<file path="src/rtl/vga_scan_timer.sv">
`default_nettype none
// ============================================================================
//  Module      : vga_scan_timer
//  Description : Raster scan generator for a 640x480@60 VGA display.
//                Divides the system clock down to the pixel rate, walks
//                xCount/yCount across the full line/frame (including blanking),
//                and decodes active-low hsync/vsync, video_on, a one-clock
//                frame_tick at the start of vertical blank, and the game-tick
//                strobe `update`. The strobe is one scan line wide, and it is
//                issued once every FRAMES_PER_UPDATE frames unless pause is
//                set when the frame ticks.
//
//  Ports       : clk        in   system clock
//                rst        in   synchronous active-high reset
//                pause      in   1 = suppress update strobes (scan continues)
//                xCount     out  current pixel column, 0..H_TOTAL-1
//                yCount     out  current line, 0..V_TOTAL-1
//                hsync      out  horizontal sync, active-low
//                vsync      out  vertical sync, active-low
//                video_on   out  1 inside the visible window
//                frame_tick out  one-clock pulse on entry to (0, V_VISIBLE)
//                update     out  game tick, high for the whole line V_VISIBLE
//
//  Revision    : 1.0  initial release
// ============================================================================
module vga_scan_timer #(
    parameter int CLK_DIV           = 2,
    parameter int H_VISIBLE         = 640,
    parameter int H_FRONT           = 16,
    parameter int H_SYNC            = 96,
    parameter int H_BACK            = 48,
    parameter int V_VISIBLE         = 480,
    parameter int V_FRONT           = 10,
    parameter int V_SYNC            = 2,
    parameter int V_BACK            = 33,
    parameter int FRAMES_PER_UPDATE = 1
) (
    input  logic       clk,
    input  logic       rst,
    input  logic       pause,
    output logic [9:0] xCount,
    output logic [9:0] yCount,
    output logic       hsync,
    output logic       vsync,
    output logic       video_on,
    output logic       frame_tick,
    output logic       update
);

    // ------------------------------------------------------------------
    // Derived timing constants (all 10 bits wide to match the counters)
    // ------------------------------------------------------------------
    localparam int c_H_TOTAL_I = H_VISIBLE + H_FRONT + H_SYNC + H_BACK;
    localparam int c_V_TOTAL_I = V_VISIBLE + V_FRONT + V_SYNC + V_BACK;

    localparam logic [9:0] c_H_LAST     = 10'(c_H_TOTAL_I - 1);
    localparam logic [9:0] c_V_LAST     = 10'(c_V_TOTAL_I - 1);
    localparam logic [9:0] c_H_VISIBLE  = 10'(H_VISIBLE);
    localparam logic [9:0] c_V_VISIBLE  = 10'(V_VISIBLE);
    localparam logic [9:0] c_HS_START   = 10'(H_VISIBLE + H_FRONT);
    localparam logic [9:0] c_HS_END     = 10'(H_VISIBLE + H_FRONT + H_SYNC);
    localparam logic [9:0] c_VS_START   = 10'(V_VISIBLE + V_FRONT);
    localparam logic [9:0] c_VS_END     = 10'(V_VISIBLE + V_FRONT + V_SYNC);

    // Counter widths; a width of 1 is kept for the degenerate divide/frame
    // ratios of 1 so the registers still exist and simply stay at 0.
    localparam int c_DIV_W  = (CLK_DIV > 1) ? $clog2(CLK_DIV) : 1;
    localparam int c_FCNT_W = (FRAMES_PER_UPDATE > 1) ? $clog2(FRAMES_PER_UPDATE) : 1;

    localparam logic [c_DIV_W-1:0]  c_DIV_LAST  = c_DIV_W'(CLK_DIV - 1);
    localparam logic [c_FCNT_W-1:0] c_FCNT_LAST = c_FCNT_W'(FRAMES_PER_UPDATE - 1);

    // ------------------------------------------------------------------
    // State
    // ------------------------------------------------------------------
    logic [c_DIV_W-1:0]  r_div;     // clocks elapsed within the current pixel
    logic [c_FCNT_W-1:0] r_fcnt;    // frames elapsed within the current game tick

    // ------------------------------------------------------------------
    // Next-position logic
    // ------------------------------------------------------------------
    logic       w_pixTick;      // last clock of the current pixel period
    logic [9:0] w_nextX;
    logic [9:0] w_nextY;
    logic       w_frameStart;   // this edge enters (0, V_VISIBLE)
    logic       w_hsyncN;
    logic       w_vsyncN;
    logic       w_videoOn;
    logic       w_updateNext;

    always_comb begin
        w_pixTick = (r_div >= c_DIV_LAST);
        w_nextX   = xCount;
        w_nextY   = yCount;

        if (w_pixTick) begin
            if (xCount >= c_H_LAST) begin
                // End of line (or an unreachable out-of-range column).
                w_nextX = 10'd0;
                if (yCount >= c_V_LAST) begin
                    w_nextY = 10'd0;
                end else begin
                    w_nextY = yCount + 10'd1;
                end
            end else begin
                w_nextX = xCount + 10'd1;
                // An out-of-range line cannot be reached, but if it ever is
                // the scan recovers on the next pixel rather than running on.
                if (yCount > c_V_LAST) begin
                    w_nextY = 10'd0;
                end
            end
        end

        // Only a pixel-tick edge can land on a new position, so this is true
        // on exactly one edge per frame regardless of CLK_DIV.
        w_frameStart = w_pixTick && (w_nextX == 10'd0) && (w_nextY == c_V_VISIBLE);
    end

    // ------------------------------------------------------------------
    // Decoded outputs, computed from the next position so that the
    // registered outputs line up with the registered counters.
    // ------------------------------------------------------------------
    always_comb begin
        w_hsyncN  = !((w_nextX >= c_HS_START) && (w_nextX < c_HS_END));
        w_vsyncN  = !((w_nextY >= c_VS_START) && (w_nextY < c_VS_END));
        w_videoOn = (w_nextX < c_H_VISIBLE) && (w_nextY < c_V_VISIBLE);

        // The strobe decision is taken once, on the edge that enters the
        // first blanking line, and then held for that whole line so that a
        // later change of pause cannot cut it short.
        w_updateNext = 1'b0;
        if (w_nextY == c_V_VISIBLE) begin
            if (w_frameStart) begin
                w_updateNext = (r_fcnt == '0) && !pause;
            end else begin
                w_updateNext = update;
            end
        end
    end

    // ------------------------------------------------------------------
    // Pixel-rate divider
    // ------------------------------------------------------------------
    always_ff @(posedge clk) begin
        if (rst) begin
            r_div <= '0;
        end else if (w_pixTick) begin
            r_div <= '0;
        end else begin
            r_div <= r_div + c_DIV_W'(1);
        end
    end

    // ------------------------------------------------------------------
    // Scan position and decoded timing outputs
    // ------------------------------------------------------------------
    always_ff @(posedge clk) begin
        if (rst) begin
            xCount     <= 10'd0;
            yCount     <= 10'd0;
            hsync      <= 1'b1;
            vsync      <= 1'b1;
            video_on   <= 1'b0;
            frame_tick <= 1'b0;
            update     <= 1'b0;
        end else begin
            xCount     <= w_nextX;
            yCount     <= w_nextY;
            hsync      <= w_hsyncN;
            vsync      <= w_vsyncN;
            video_on   <= w_videoOn;
            frame_tick <= w_frameStart;
            update     <= w_updateNext;
        end
    end

    // ------------------------------------------------------------------
    // Frame counter: every frame is counted, paused or not, so pausing
    // never shifts the game-tick schedule.
    // ------------------------------------------------------------------
    always_ff @(posedge clk) begin
        if (rst) begin
            r_fcnt <= '0;
        end else if (w_frameStart) begin
            if (r_fcnt >= c_FCNT_LAST) begin
                r_fcnt <= '0;
            end else begin
                r_fcnt <= r_fcnt + c_FCNT_W'(1);
            end
        end
    end

endmodule
`default_nettype wire

</file>
<file path="config.mk">
export PLATFORM = sky130hd
export DESIGN_NAME = vga_scan_timer
export DESIGN_NICKNAME = d
export VERILOG_FILES = /design/src/rtl/vga_scan_timer.sv
export SDC_FILE = /design/constraint.sdc
export NUM_CORES = 1
export LEC_CHECK = 0
export ABC_AREA = 1
export ABC_CLOCK_PERIOD_IN_PS = 3500
export CAP_MARGIN = 10
export CORE_MARGIN = 8
export CORE_UTILIZATION = 55
export DETAILED_ROUTE_END_ITERATION = 10
export PLACE_DENSITY_LB_ADDON = 0.3
export SYNTH_ARGS = -nofsm -noshare
export SYNTH_HDL_FRONTEND = slang
export SYNTH_SLANG_ARGS = --single-unit
</file>
<file path="constraint.sdc">
create_clock -name clk -period 3.5 [get_ports clk]
set_clock_uncertainty 0.2 [all_clocks]
set_input_delay 0.7 -clock clk [delete_from_list [all_inputs] [get_ports clk]]
set_output_delay 0.7 -clock clk [all_outputs]
set_load 0.02 [all_outputs]
</file>
# == After elaboration in Yosys (flattened, before gate mapping) ==
# Cells that the tools add are included.
# W data, S select, Z words.
# classes
add_sub_neg,4
magnitude_cmp,11
eq_ne,1
mux,7
n_bitwise,2
reduce_logical,12
# op_table
operator,n
$mux W10,6
$ge A10 B10 Y1 const B,3
$add A10 B1 Y10 const B,2
$lt A10 B10 Y1 const B,2
$lt A10 B9 Y1 const B,2
$eq A10 B9 Y1 const B,1
$ge A10 B9 Y1 const B,1
$gt A10 B10 Y1 const B,1
$logic_not A10 Y1,1
$logic_and A1 B1 Y1,6
$reduce_or A2 Y1,2
$logic_not A1 Y1,3
$add A1 B1 Y1 const B,2
$ge A1 B1 Y1 const B,2
$not A1 Y1,2
$mux W1,1
# totals
reg_bits,27
inputBits,3
output_inout_bits,25

# == Logic depth before layout (Yosys ltp) ==
# logic_depth
word_depth,7
mapped_depth,14

# == Worst setup path before layout ==
# No wires, ideal clock.
# synth_timing
kind,reg-to-reg
from,register xCount[0]
to,register update
setup_ps,66
t_arrival_ps,1824
required_ps,3234
path_slack_ps,1410
stages_incl_launch_ff,14
n_path_buf,0
synth_period_minus_slack_ps,2090
path_cell_list,dfxtp_1 ha_1 nand4_2 nand2_2 nand2_2 nor2_8 nand2_1 nand2_1 nand2_2 nand2_2 nand2_2 nor2_4 nand4_1 a21oi_2
# synth_via
elab_chain_len,6
elab_cells_between_ends,12
classes_between,add/sub: 1; order compare: 1; eq/ne: 1; mux: 4; bitwise: 1; reduce/logical: 4
# synth_lines
element,line_no,source
start: declaration,41,"output logic [9:0] xCount,"
start signal: assignment,168,xCount <= w_nextX;
$ge A10 B10 Y1 or $add A10 B1 Y10 (tied branches),"97, 106",
$mux W10,97,if (xCount >= c_H_LAST) begin
$mux W10,96,if (w_pixTick) begin
$eq A10 B9 Y1 or $logic_not A10 Y1 (tied branches),"117, 133",
$not A1 Y1 (no line) or $logic_and A1 B1 Y1 (tied branches),n/a,
$reduce_or A2 Y1 (no line) or $logic_and A1 B1 Y1 (tied branches),n/a,
end signal: assignment,174,update <= w_updateNext;
end: declaration,47,output logic update
# Parallel ways exist; a longest one is shown, timed or not.
# A chain may end at the register's enable or synchronous reset.

# == Worst setup path after layout ==
# layout_timing
from,register r_div
to,register update
# layout_via
elab_chain_len,5
elab_cells_between_ends,9
classes_between,order compare: 1; eq/ne: 1; mux: 2; bitwise: 1; reduce/logical: 4
# layout_lines
element,line_no,source
start: declaration,76,logic [c_DIV_W-1:0] r_div;
start signal: assignment,151,r_div <= r_div + c_DIV_W'(1);
$ge A1 B1 Y1 (*),92,w_pixTick = (r_div >= c_DIV_LAST);
$mux W10,96,
$eq A10 B9 Y1 or $logic_not A10 Y1 (tied branches),"117, 133",
$not A1 Y1 (no line) or $logic_and A1 B1 Y1 (tied branches),n/a,
$reduce_or A2 Y1 (no line) or $logic_and A1 B1 Y1 (tied branches),n/a,
# Every way passes the cells marked *; elsewhere a longest branch is shown, timed or not.

==> flow_summary.toml <==
[outcome]
outcome = "complete, no violations"

[routing]
antenna_left = 0
drc = 0
first_pass_iters = 4
viasPerCell = 5.52
vias = 1772
drt_iter0_markers = 132
post_drt_wl_per_cell_um = 12.6
finalWirelength_mm = 4.04

[pwr]
power_frac_clock = 0.365
power.switching_mw = 0.141
swShare = 0.244
p_leak_nw = 0.867
power_frac_comb = 0.095
p_int_mw = 0.438
ir_worst_vdd_mv = 0.257
total_power_mw = 0.580
power_density_mw_per_mm2 = 283
seqPwrFrac = 0.539

[floorplan]
die_area_mm2 = 0.00514
die_w_um = 71.7
pin_count = 28
coreArea_mm2 = 0.00300
start_util = 0.569
row_count = 20
die_y_um = 71.7

[sta]
tns_ns = 0
fmax_mhz = 396
grt_setup_unrepaired = "no"
hold_violations = 0
slew_violations = 0
fin_ws_ns = 0.977
tightestPinTransition_ns = 0.811
maxSlewHeadroom = 0.459
setup_violations = 0
min_period_ns = 2.52
fin_crit_sh = 0.721

[placed_design]
gp_congestion = 0.861
dp_hpwl_mm = 3.07
place_ws_ns = 1.02
place_area_mm2 = 0.00200
port_buffers = 27

[flow_run]
drv_cap = 0

[synth]
netlist_instances = 261
ys_warn_count = 0
synthAdderAreaFrac = 0.0220
ys_seq_elements = 26
synth_edf_count = 0
synthXorXnorAreaFrac = 0
synth_top_family_by_area = "simple AND/OR/NAND/NOR gates"
syn_area_per_cell_um2 = 6.54
synthMuxAreaShare = 0
synth_cell_types = 34
ys.flop_type = "dfxtp_1"
yosysSeqAreaShare = 0.305
synth_simple_gate_area_frac = 0.489
synth_compound_area_frac = 0.0886
async_reset_ff_frac = 0
syn-num-nets = 267
synth_area_mm2 = 0.00171

[cts]
cts_buffer_depth = 2
numCtsBuffers = 3
cts_setup_buffers = 0
clk_latency_ns = 0.33
cts_tree = "built"
clock-root-buffer = "clkbuf_4"
clk_pin_slew_ns = 0.15
cts_resized = 0
cts_sinks = 26
postCtsHoldBufs = 0
h-tree-depth = 1

[cells_and_area]
antenna_cells = 0
nets = 295
syn2layout_area_growth_pct = 19.9
drive_gt1_frac = 0.125
post-route-util = 0.682
fin_area_mm2 = 0.00205

[global_route]
grt_max_degree = 22
grt_pass1_vias = 1574
grt_antenna_before_repair = 0
grt_use_total = 0.164
grt_pass1_wl_mm = 7.04
overflow = 0

[setup_path]
setup.worst_path.end_class = "register"
cp-start-kind = "register"
cp_max_fo = 21
worstSetupPathType = "register to register"
critical_path_required_ns = 3.58
crit_arrival_ns = 2.60

[hold_path]
hp-class = "register to register"
==> power groups by stage <==
stage | clock, mW | combinational (mW) | sequential [mW]
2_1_floorplan | 0 | 0.0369 | 0.318
3_3_place_gp | 0 | 0.0548 | 0.319
3_5_place_dp | 0 | 0.0552 | 0.319
4_1_cts | 0.217 | 0.0554 | 0.313
5_1_grt | 0.232 | 0.0614 | 0.314
6_report | 0.212 | 0.0554 | 0.313
==> cell usage after synthesis, types with 2 or more instances <==
cell | n | area (µm²)
nand3_4 | 2 | 35.0
nand2_2 | 8 | 50.1
nand4_1 | 8 | 50.1
o21ai_0 | 5 | 25.0
nor2_1 | 34 | 128
inv_2 | 4 | 15.0
nor3_2 | 2 | 20.0
nand3_2 | 2 | 20.0
clkbuf_1 | 2 | 7.51
dfxtp_1 | 26 | 521
o21bai_1 | 3 | 22.5
nand2_1 | 60 | 225
nand3_1 | 37 | 185
a21oi_1 | 9 | 45.0
ha_1 | 3 | 37.5
o21ai_1 | 2 | 10.0
inv_1 | 31 | 116
nor2_4 | 2 | 22.5
nor2_2 | 6 | 37.5
==> routing by layer <==
layer	vias up	track usage	part of all wire
li1	906	-	-
met1	794	0.210	0.43
met2	64	0.260	0.46
met3	8	0.0432	0.090
met4	0	0.0544	0.016
met5	-	0	0
==> cells in the final DEF, fill, tap and decap left out, types with 4 or more instances in the layout <==
cell type / n
clkdlybuf4s50_1: 27
nor2_2: 6
inv_1: 31
dfxtp_1: 26
nand4_1: 8
nand3_1: 37
a21oi_1: 9
nor2_1: 34
nand2_1: 60
o21ai_0: 5
nand2_2: 8
inv_2: 4
==> final timing paths <==
path         startpoint      to  slack, ns  cells past startpoint
max               r_div  update       0.98                     12
min              update  update       0.29                      2
max reg2reg       r_div  update       0.98                     12
min reg2reg      update  update       0.29                      2
==> cell type report <==
cell class              instances  area (µm²)
clock buffers                   3        22.5
flip-flops and latches         26         520
clock inverters                 1        30.0
well taps                      33        41.3
inverters                      35         131
fillers                       272         955
repair buffers                 28         278
multi-input cells             195        1020
==> through the flow <==
| step | hold slack (ns) | instances |
|---|---|---|
| finish | 0.286 | 321 |
| floorplan | 0.330 | 261 |
| global route | 0.307 | 321 |
| detailed placement | 0.260 | 317 |
| global placement | 0.255 | 317 |
| CTS | 0.285 | 321 |
==> sequential cells by signal (all words and copies together), names as in the netlist <==
name	cells
video_on	1
update	1
xCount	10
yCount	10
vsync	1
frame_tick	1
r_div	1
hsync	1
==> cell families after synthesis <==
| group | after synthesis |
|---|---|
| AO/OA/AOI/OAI | 25 |
| buffers and inverters | 40 |
| flip-flops | 26 |
| AND/OR/NAND/NOR | 167 |
| adder cells (fa/ha/maj) | 3 |
==> worst max-delay path, cell delays in order, from the launching register on <==
cell and delay (ns):
dfxtp_1 0.88, nand2_1 0.21, nor2_2 0.18, nand3_1 0.13
nand2_1 0.09, nand2_1 0.07, nand2_1 0.08, nand3_1 0.12
nor2_2 0.16, inv_2 0.06, nor2_2 0.09, nand3_2 0.08
a21oi_2 0.13
Power figures use the tool's default switching activity.
